--- config.mk ---
export PLATFORM = sky130hd
export DESIGN_NAME = wb_arbiter2_flat
export DESIGN_NICKNAME = d
export VERILOG_FILES = /design/src/rtl/wb_arbiter2_if.sv /design/src/rtl/wb_arbiter2.sv /design/src/flat_wrapper.sv
export SDC_FILE = /design/constraint.sdc
export NUM_CORES = 1
export LEC_CHECK = 0
export CORE_AREA = 2 2 122 124
export DETAILED_ROUTE_END_ITERATION = 16
export DIE_AREA = 0 0 124 126
export DONT_BUFFER_PORTS = 1
export PLACE_DENSITY = 0.3
export SLEW_MARGIN = 30
export SYNTH_ARGS = -nofsm -noshare
export SYNTH_HDL_FRONTEND = slang
export SYNTH_SLANG_ARGS = --single-unit
--- constraint.sdc ---
create_clock -name clk -period 3.5 [get_ports clk]
set_input_delay 1.05 -clock clk [delete_from_list [all_inputs] [get_ports clk]]
set_output_delay 1.05 -clock clk [all_outputs]
set_load 0.03 [all_outputs]
--- src/rtl/wb_arbiter2_if.sv ---
// Wishbone bundle for the two-master arbiter: both master ports, the slave port and the grant.
// The slave modport is the arbiter's view; the master modport is the surrounding system's view.
interface wb_arbiter2_if #(
    parameter int adr_width = 32
);
    logic [adr_width-1:0] m0_adr_i, m1_adr_i, s_adr_o;
    logic [31:0]          m0_dat_i, m1_dat_i, s_dat_o;
    logic [31:0]          m0_dat_o, m1_dat_o, s_dat_i;
    logic [3:0]           m0_sel_i, m1_sel_i, s_sel_o;
    logic                 m0_we_i, m0_cyc_i, m0_stb_i, m0_ack_o, m0_err_o;
    logic                 m1_we_i, m1_cyc_i, m1_stb_i, m1_ack_o, m1_err_o;
    logic                 s_we_o, s_cyc_o, s_stb_o, s_ack_i;
    logic [1:0]           gnt_o;

    modport slave (
        input  m0_adr_i, m0_dat_i, m0_sel_i, m0_we_i, m0_cyc_i, m0_stb_i,
        input  m1_adr_i, m1_dat_i, m1_sel_i, m1_we_i, m1_cyc_i, m1_stb_i,
        input  s_dat_i, s_ack_i,
        output m0_dat_o, m0_ack_o, m0_err_o, m1_dat_o, m1_ack_o, m1_err_o,
        output s_adr_o, s_dat_o, s_sel_o, s_we_o, s_cyc_o, s_stb_o, gnt_o
    );

    modport master (
        output m0_adr_i, m0_dat_i, m0_sel_i, m0_we_i, m0_cyc_i, m0_stb_i,
        output m1_adr_i, m1_dat_i, m1_sel_i, m1_we_i, m1_cyc_i, m1_stb_i,
        output s_dat_i, s_ack_i,
        input  m0_dat_o, m0_ack_o, m0_err_o, m1_dat_o, m1_ack_o, m1_err_o,
        input  s_adr_o, s_dat_o, s_sel_o, s_we_o, s_cyc_o, s_stb_o, gnt_o
    );
endinterface

--- src/rtl/wb_arbiter2.sv ---
// Round-robin two-master Wishbone arbiter; grant held for the whole cyc.
// Optional stall watchdog enabled by defining WB_ARB_TIMEOUT_EN.
module wb_arbiter2 #(
    parameter int adr_width      = 32,
    parameter int timeout_cycles = 255
) (
    input logic         clk,
    input logic         rst,
    wb_arbiter2_if.slave bus
);

    if (timeout_cycles < 1 || timeout_cycles > 65535) begin : g_bad_timeout
        $error("timeout_cycles must lie in 1..65535");
    end

    typedef enum logic [1:0] {
        IDLE,
        GNT0,
        GNT1
`ifdef WB_ARB_TIMEOUT_EN
        , ERR
`endif
    } state_t;

    state_t               state;
    logic                 last;       // 0 = m0 granted most recently, 1 = m1
    logic [1:0]           gnt;
    logic [adr_width-1:0] adr_mux;
    logic                 stb_mux;
    logic                 granted_cyc;

    // While in GNTx, last names the granted master.
    assign granted_cyc = last ? bus.m1_cyc_i : bus.m0_cyc_i;

    always_comb begin
        // NOTE: every output gets a default first so no path through the block infers a latch.
        adr_mux       = bus.m0_adr_i;
        bus.s_dat_o   = bus.m0_dat_i;
        bus.s_sel_o   = bus.m0_sel_i;
        bus.s_we_o    = 1'b0;
        bus.s_cyc_o   = 1'b0;
        stb_mux       = 1'b0;
        bus.m0_ack_o  = 1'b0;
        bus.m1_ack_o  = 1'b0;
        if (gnt[0]) begin
            bus.s_we_o   = bus.m0_we_i;
            bus.s_cyc_o  = bus.m0_cyc_i;
            stb_mux      = bus.m0_stb_i;
            bus.m0_ack_o = bus.s_ack_i;
        end else if (gnt[1]) begin
            adr_mux      = bus.m1_adr_i;
            bus.s_dat_o  = bus.m1_dat_i;
            bus.s_sel_o  = bus.m1_sel_i;
            bus.s_we_o   = bus.m1_we_i;
            bus.s_cyc_o  = bus.m1_cyc_i;
            stb_mux      = bus.m1_stb_i;
            bus.m1_ack_o = bus.s_ack_i;
        end
    end

    assign bus.s_adr_o  = adr_mux;
    assign bus.s_stb_o  = stb_mux;
    assign bus.m0_dat_o = bus.s_dat_i;
    assign bus.m1_dat_o = bus.s_dat_i;
    assign bus.gnt_o    = gnt;

`ifdef WB_ARB_TIMEOUT_EN
    localparam logic [15:0] wdog_limit = 16'(timeout_cycles - 1);
    logic [15:0] wdog;
    logic        stalled;

    assign stalled      = stb_mux && !bus.s_ack_i;
    assign bus.m0_err_o = (state == ERR) && !last;
    assign bus.m1_err_o = (state == ERR) && last;

    // Holding at zero through IDLE gives the clear on entry to GNTx.
    always_ff @(posedge clk) begin
        if (!rst) begin
            wdog <= 16'd0;
        end else if (state == IDLE || bus.s_ack_i) begin
            wdog <= 16'd0;
        end else if (stalled) begin
            wdog <= wdog + 16'd1;
        end
    end
`else
    assign bus.m0_err_o = 1'b0;
    assign bus.m1_err_o = 1'b0;
`endif

    always_ff @(posedge clk) begin
        // NOTE: sequential state uses non-blocking assignments so every register samples pre-edge values.
        if (!rst) begin
            state <= IDLE;
            last  <= 1'b1;
            gnt   <= 2'b00;
        end else begin
            unique case (state)
                IDLE: begin
                    if (bus.m0_cyc_i && (!bus.m1_cyc_i || last)) begin
                        state <= GNT0;
                        last  <= 1'b0;
                        gnt   <= 2'b01;
                    end else if (bus.m1_cyc_i) begin
                        state <= GNT1;
                        last  <= 1'b1;
                        gnt   <= 2'b10;
                    end
                end
                GNT0, GNT1: begin
                    if (!granted_cyc) begin
                        state <= IDLE;
                        gnt   <= 2'b00;
                    end
`ifdef WB_ARB_TIMEOUT_EN
                    else if (stalled && wdog == wdog_limit) begin
                        state <= ERR;
                        gnt   <= 2'b00;
                    end
`endif
                end
`ifdef WB_ARB_TIMEOUT_EN
                ERR: state <= IDLE;
`endif
                default: begin
                    state <= IDLE;
                    gnt   <= 2'b00;
                end
            endcase
        end
    end

endmodule

--- src/flat_wrapper.sv ---
// flat-port wrapper written by rule: the top's interface ports become plain ports
module wb_arbiter2_flat 
#(
    parameter int adr_width      = 32,
    parameter int timeout_cycles = 255
)
  (clk, rst, bus_m0_adr_i, bus_m0_dat_i, bus_m0_sel_i, bus_m0_we_i, bus_m0_cyc_i, bus_m0_stb_i, bus_m1_adr_i, bus_m1_dat_i, bus_m1_sel_i, bus_m1_we_i, bus_m1_cyc_i, bus_m1_stb_i, bus_s_dat_i, bus_s_ack_i, bus_m0_dat_o, bus_m0_ack_o, bus_m0_err_o, bus_m1_dat_o, bus_m1_ack_o, bus_m1_err_o, bus_s_adr_o, bus_s_dat_o, bus_s_sel_o, bus_s_we_o, bus_s_cyc_o, bus_s_stb_o, bus_gnt_o);
  wb_arbiter2_if #(.adr_width(adr_width)) bus_i ();
  input logic clk;
  input logic rst;
  input wire logic [$bits(bus_i.m0_adr_i)-1:0] bus_m0_adr_i;
  input wire logic [$bits(bus_i.m0_dat_i)-1:0] bus_m0_dat_i;
  input wire logic [$bits(bus_i.m0_sel_i)-1:0] bus_m0_sel_i;
  input wire logic [$bits(bus_i.m0_we_i)-1:0] bus_m0_we_i;
  input wire logic [$bits(bus_i.m0_cyc_i)-1:0] bus_m0_cyc_i;
  input wire logic [$bits(bus_i.m0_stb_i)-1:0] bus_m0_stb_i;
  input wire logic [$bits(bus_i.m1_adr_i)-1:0] bus_m1_adr_i;
  input wire logic [$bits(bus_i.m1_dat_i)-1:0] bus_m1_dat_i;
  input wire logic [$bits(bus_i.m1_sel_i)-1:0] bus_m1_sel_i;
  input wire logic [$bits(bus_i.m1_we_i)-1:0] bus_m1_we_i;
  input wire logic [$bits(bus_i.m1_cyc_i)-1:0] bus_m1_cyc_i;
  input wire logic [$bits(bus_i.m1_stb_i)-1:0] bus_m1_stb_i;
  input wire logic [$bits(bus_i.s_dat_i)-1:0] bus_s_dat_i;
  input wire logic [$bits(bus_i.s_ack_i)-1:0] bus_s_ack_i;
  output wire logic [$bits(bus_i.m0_dat_o)-1:0] bus_m0_dat_o;
  output wire logic [$bits(bus_i.m0_ack_o)-1:0] bus_m0_ack_o;
  output wire logic [$bits(bus_i.m0_err_o)-1:0] bus_m0_err_o;
  output wire logic [$bits(bus_i.m1_dat_o)-1:0] bus_m1_dat_o;
  output wire logic [$bits(bus_i.m1_ack_o)-1:0] bus_m1_ack_o;
  output wire logic [$bits(bus_i.m1_err_o)-1:0] bus_m1_err_o;
  output wire logic [$bits(bus_i.s_adr_o)-1:0] bus_s_adr_o;
  output wire logic [$bits(bus_i.s_dat_o)-1:0] bus_s_dat_o;
  output wire logic [$bits(bus_i.s_sel_o)-1:0] bus_s_sel_o;
  output wire logic [$bits(bus_i.s_we_o)-1:0] bus_s_we_o;
  output wire logic [$bits(bus_i.s_cyc_o)-1:0] bus_s_cyc_o;
  output wire logic [$bits(bus_i.s_stb_o)-1:0] bus_s_stb_o;
  output wire logic [$bits(bus_i.gnt_o)-1:0] bus_gnt_o;
  assign bus_i.m0_adr_i = bus_m0_adr_i;
  assign bus_i.m0_dat_i = bus_m0_dat_i;
  assign bus_i.m0_sel_i = bus_m0_sel_i;
  assign bus_i.m0_we_i = bus_m0_we_i;
  assign bus_i.m0_cyc_i = bus_m0_cyc_i;
  assign bus_i.m0_stb_i = bus_m0_stb_i;
  assign bus_i.m1_adr_i = bus_m1_adr_i;
  assign bus_i.m1_dat_i = bus_m1_dat_i;
  assign bus_i.m1_sel_i = bus_m1_sel_i;
  assign bus_i.m1_we_i = bus_m1_we_i;
  assign bus_i.m1_cyc_i = bus_m1_cyc_i;
  assign bus_i.m1_stb_i = bus_m1_stb_i;
  assign bus_i.s_dat_i = bus_s_dat_i;
  assign bus_i.s_ack_i = bus_s_ack_i;
  assign bus_m0_dat_o = bus_i.m0_dat_o;
  assign bus_m0_ack_o = bus_i.m0_ack_o;
  assign bus_m0_err_o = bus_i.m0_err_o;
  assign bus_m1_dat_o = bus_i.m1_dat_o;
  assign bus_m1_ack_o = bus_i.m1_ack_o;
  assign bus_m1_err_o = bus_i.m1_err_o;
  assign bus_s_adr_o = bus_i.s_adr_o;
  assign bus_s_dat_o = bus_i.s_dat_o;
  assign bus_s_sel_o = bus_i.s_sel_o;
  assign bus_s_we_o = bus_i.s_we_o;
  assign bus_s_cyc_o = bus_i.s_cyc_o;
  assign bus_s_stb_o = bus_i.s_stb_o;
  assign bus_gnt_o = bus_i.gnt_o;
  wb_arbiter2 #(.adr_width(adr_width), .timeout_cycles(timeout_cycles)) u_core (.clk(clk), .rst(rst), .bus(bus_i));
endmodule
==> reports/metrics.cfg <==
[outcome]
run_status = finished clean

[global_route]
grt.busiest_layer = met2
first_global_vias = 909
global_route.usage.met2_pct = 11.3
globalRoute.totalOverflow = 0
grt_pass1_wl_mm = 6.29
grt_met1_usage_pct = 4.57
grt_antenna_before_repair = 2
maximum_number_of_pins_on_one_net_before_global_route_repair = 72
groute.usage.overall_pct = 5.68
groute.layer.met3.usage_pct = 3.35

[setup_path]
critical_path_required_ps = 2450
worstSetupPathType = reg -> out
crit_arrival_ps = 1710
startpoint_type = register
crit_path_end_kind = output pin
worst-path-max-fanout = 71

[clock_network]
cts_buffers = 3
cts_repair_resize_count = 0
clock_latency_ps = 230
max-clock-path-buffers = 2
numClockSinks = 3
worst_setup_hold_path_clk_slew_ps = 30
root_buffer = clkbuf_16
quantity_of_hold_fixing_buffers_added_after_cts = 0
htree_levels = 1
tritoncts = built
post_cts_setup_buffers = 0

[floorplan]
start_util_pct = 13.4
core_area_sq_mm = 0.0143
die_x_um = 124
die-height_um = 126
floorplan.rows = 44
io_pins = 318
design.die.area_sq_mm = 0.0156

[route]
drt_pass1_iterations = 4
dr_total_vias = 972
detail_route.vias_per_cell = 3.33
ant_nets = 0
postRouteWirelength_mm = 5.61
drc_errors = 0
drt_first_iter_violations = 24
wire_per_inst_um = 19.2

[worst_hold_path]
worst_hold_path_type = reg -> reg

[sta]
timing.final.max_slew_violations = 0
layout_worst_path_cycle_share_pct = 78.9
maxSlewHeadroom_pct = 63.2
rsz0062_at_grt = false
clock_skew_ps = 2.16
finalSetupTns_ps = 0
highest_achievable_clock_rate_mhz = 362
post-route-min-period_ps = 2760
tightestPinTransition_ps = 552
setup_viol = 0
report.final.hold_viol_count = 0

[placement]
globalplace.congestion = 0.641
dpl.hpwl_mm = 4.82
io_buffers = 0

[finish]
number_of_nets_at_the_end_of_the_flow = 287
layout.cells.most_common = mux2_4
mostFrequentLayoutCells = 67 x mux2_4, 4 x a31oi_1
drive_above_1_share_pct = 73.1
final_design_utilization_pct = 11.3
insertedDiodeCount = 0
layout-area-overhead-vs-synth_pct = -15.3

[power]
power.clock.fraction_pct = 18.9
areal_power_density_over_the_cells_mw_per_mm2 = 601
p_leak_nw = 0.646
internal_power_w = 0.000459
p_sw_share_pct = 52.9
max-vdd-ir-drop_uv = 294
total_switching_power_w = 0.000516
share_seq_of_total_power_pct = 5.4
pwr-share-comb_pct = 75.7

[synthesis]
ys_ff_latch = 3
syn-instance-count = 174
synth_mux_area_share_pct = 53.7
synthSimpleGateAreaFrac_pct = 4.77
synthXorXnorAreaFrac_pct = 0
synth_fa_ha_area_share_pct = 0.654
area_of_the_mapped_netlist_sq_mm = 0.00191
netlist-cell-type-count = 24
postSynthAreaPerCell_sq_um = 11.0
yosysWarningCount = 0
main_combinational_cell_family_by_area_after_synthesis = multiplexers
synth-compound-area-share_pct = 3.46
yosysSeqAreaShare_pct = 3.14

[job]
timing.max_cap.violations = 0

per-stage QoR:
stage,hold WS [ps],setup slack (ps),cells,instance area (sq um),total power [W]
after global placement,545,1030,288,1540,0.000803
final,573,738,292,1620,0.000975
after global routing,600,688,292,1620,0.00102
after CTS,556,753,292,1620,0.000994
after detailed placement,545,1000,288,1540,0.000803
after floorplan,490,989,175,1920,0.000906
logic make-up (layout without fill, tap and decap cells):
group           count (synthesis)  count (layout)
flops                           3               3
compound gates                 10              10
buf+inv                        77              10
mux                            69              69
other cells                     1               2
simple gates                   13              13
fa+ha+maj                       1               1
cell usage after synthesis:
cell type   n  share of area, %
a31oi_1     4               1.3
inv_1       2              0.39
and3b_1     1              0.46
nand4_1     1              0.33
nor2_1      2              0.39
nor2_8      1               1.0
and3_2      1              0.39
o21ai_0     1              0.26
nand2_1     1              0.20
buf_12      7               7.3
buf_4      66                26
a22o_1      3               1.4
ha_1        1              0.65
and3b_2     1              0.52
mux2_2      2               1.2
buf_2       1              0.26
nand3_1     3              0.78
a21oi_1     2              0.52
and2_1      1              0.33
dfxtp_1     3               3.1
inv_2       1              0.20
conb_1      1              0.20
and3_1      1              0.33
mux2_4     67                53
power by group through the flow:
stage               clock, W  combinational, W  sequential [W]
floorplan                  0          0.000846       0.0000601
global placement           0          0.000750       0.0000529
detailed placement         0          0.000751       0.0000528
CTS                 0.000188          0.000754       0.0000525
global route        0.000191          0.000780       0.0000531
finish              0.000184          0.000738       0.0000526
state kept, by name, summed over array words and instances (netlist names):
| name | cells |
|---|---|
| u_core.last | 1 |
| u_core.state | 2 |
final timing paths:
kind | startpoint | to | slack, ps | cells past startpoint
worst max register to register | u_core.state[0]$_SDFFE_PN0P_ | u_core.state[1]$_SDFFE_PN0P_ | 1830 | 6
worst min-delay path | u_core.last$_SDFFE_PN1P_ | u_core.state[0]$_SDFFE_PN0P_ | 570 | 2
worst max-delay path | u_core.state[1]$_SDFFE_PN0P_ | bus_s_adr_o[30] | 740 | 4
worst min register to register | u_core.last$_SDFFE_PN1P_ | u_core.state[0]$_SDFFE_PN0P_ | 570 | 2
cell type report:
type                       count  area, sq um
tap                          184          230
multi-input combinational     95         1210
sequential                     3         60.1
fill                        1635        12700
inverter                       3         11.3
clock buffer                   4         78.8
timing repair buffer           3         35.0
critical path, stage by stage, from the launching register on:
cell and delay, ps:
dfxtp_1 340, inv_2 70, nor2_8 110, buf_12 340, mux2_2 490
per-layer routing:
layer,share of wire (%),vias to the layer above,wire (um)
met2,53,122,2980
met5,0.48,-,27
li1,-,407,-
met3,18,17,1010
met1,28,422,1550
met4,0.82,4,46
Power figures use the tool's default switching activity.
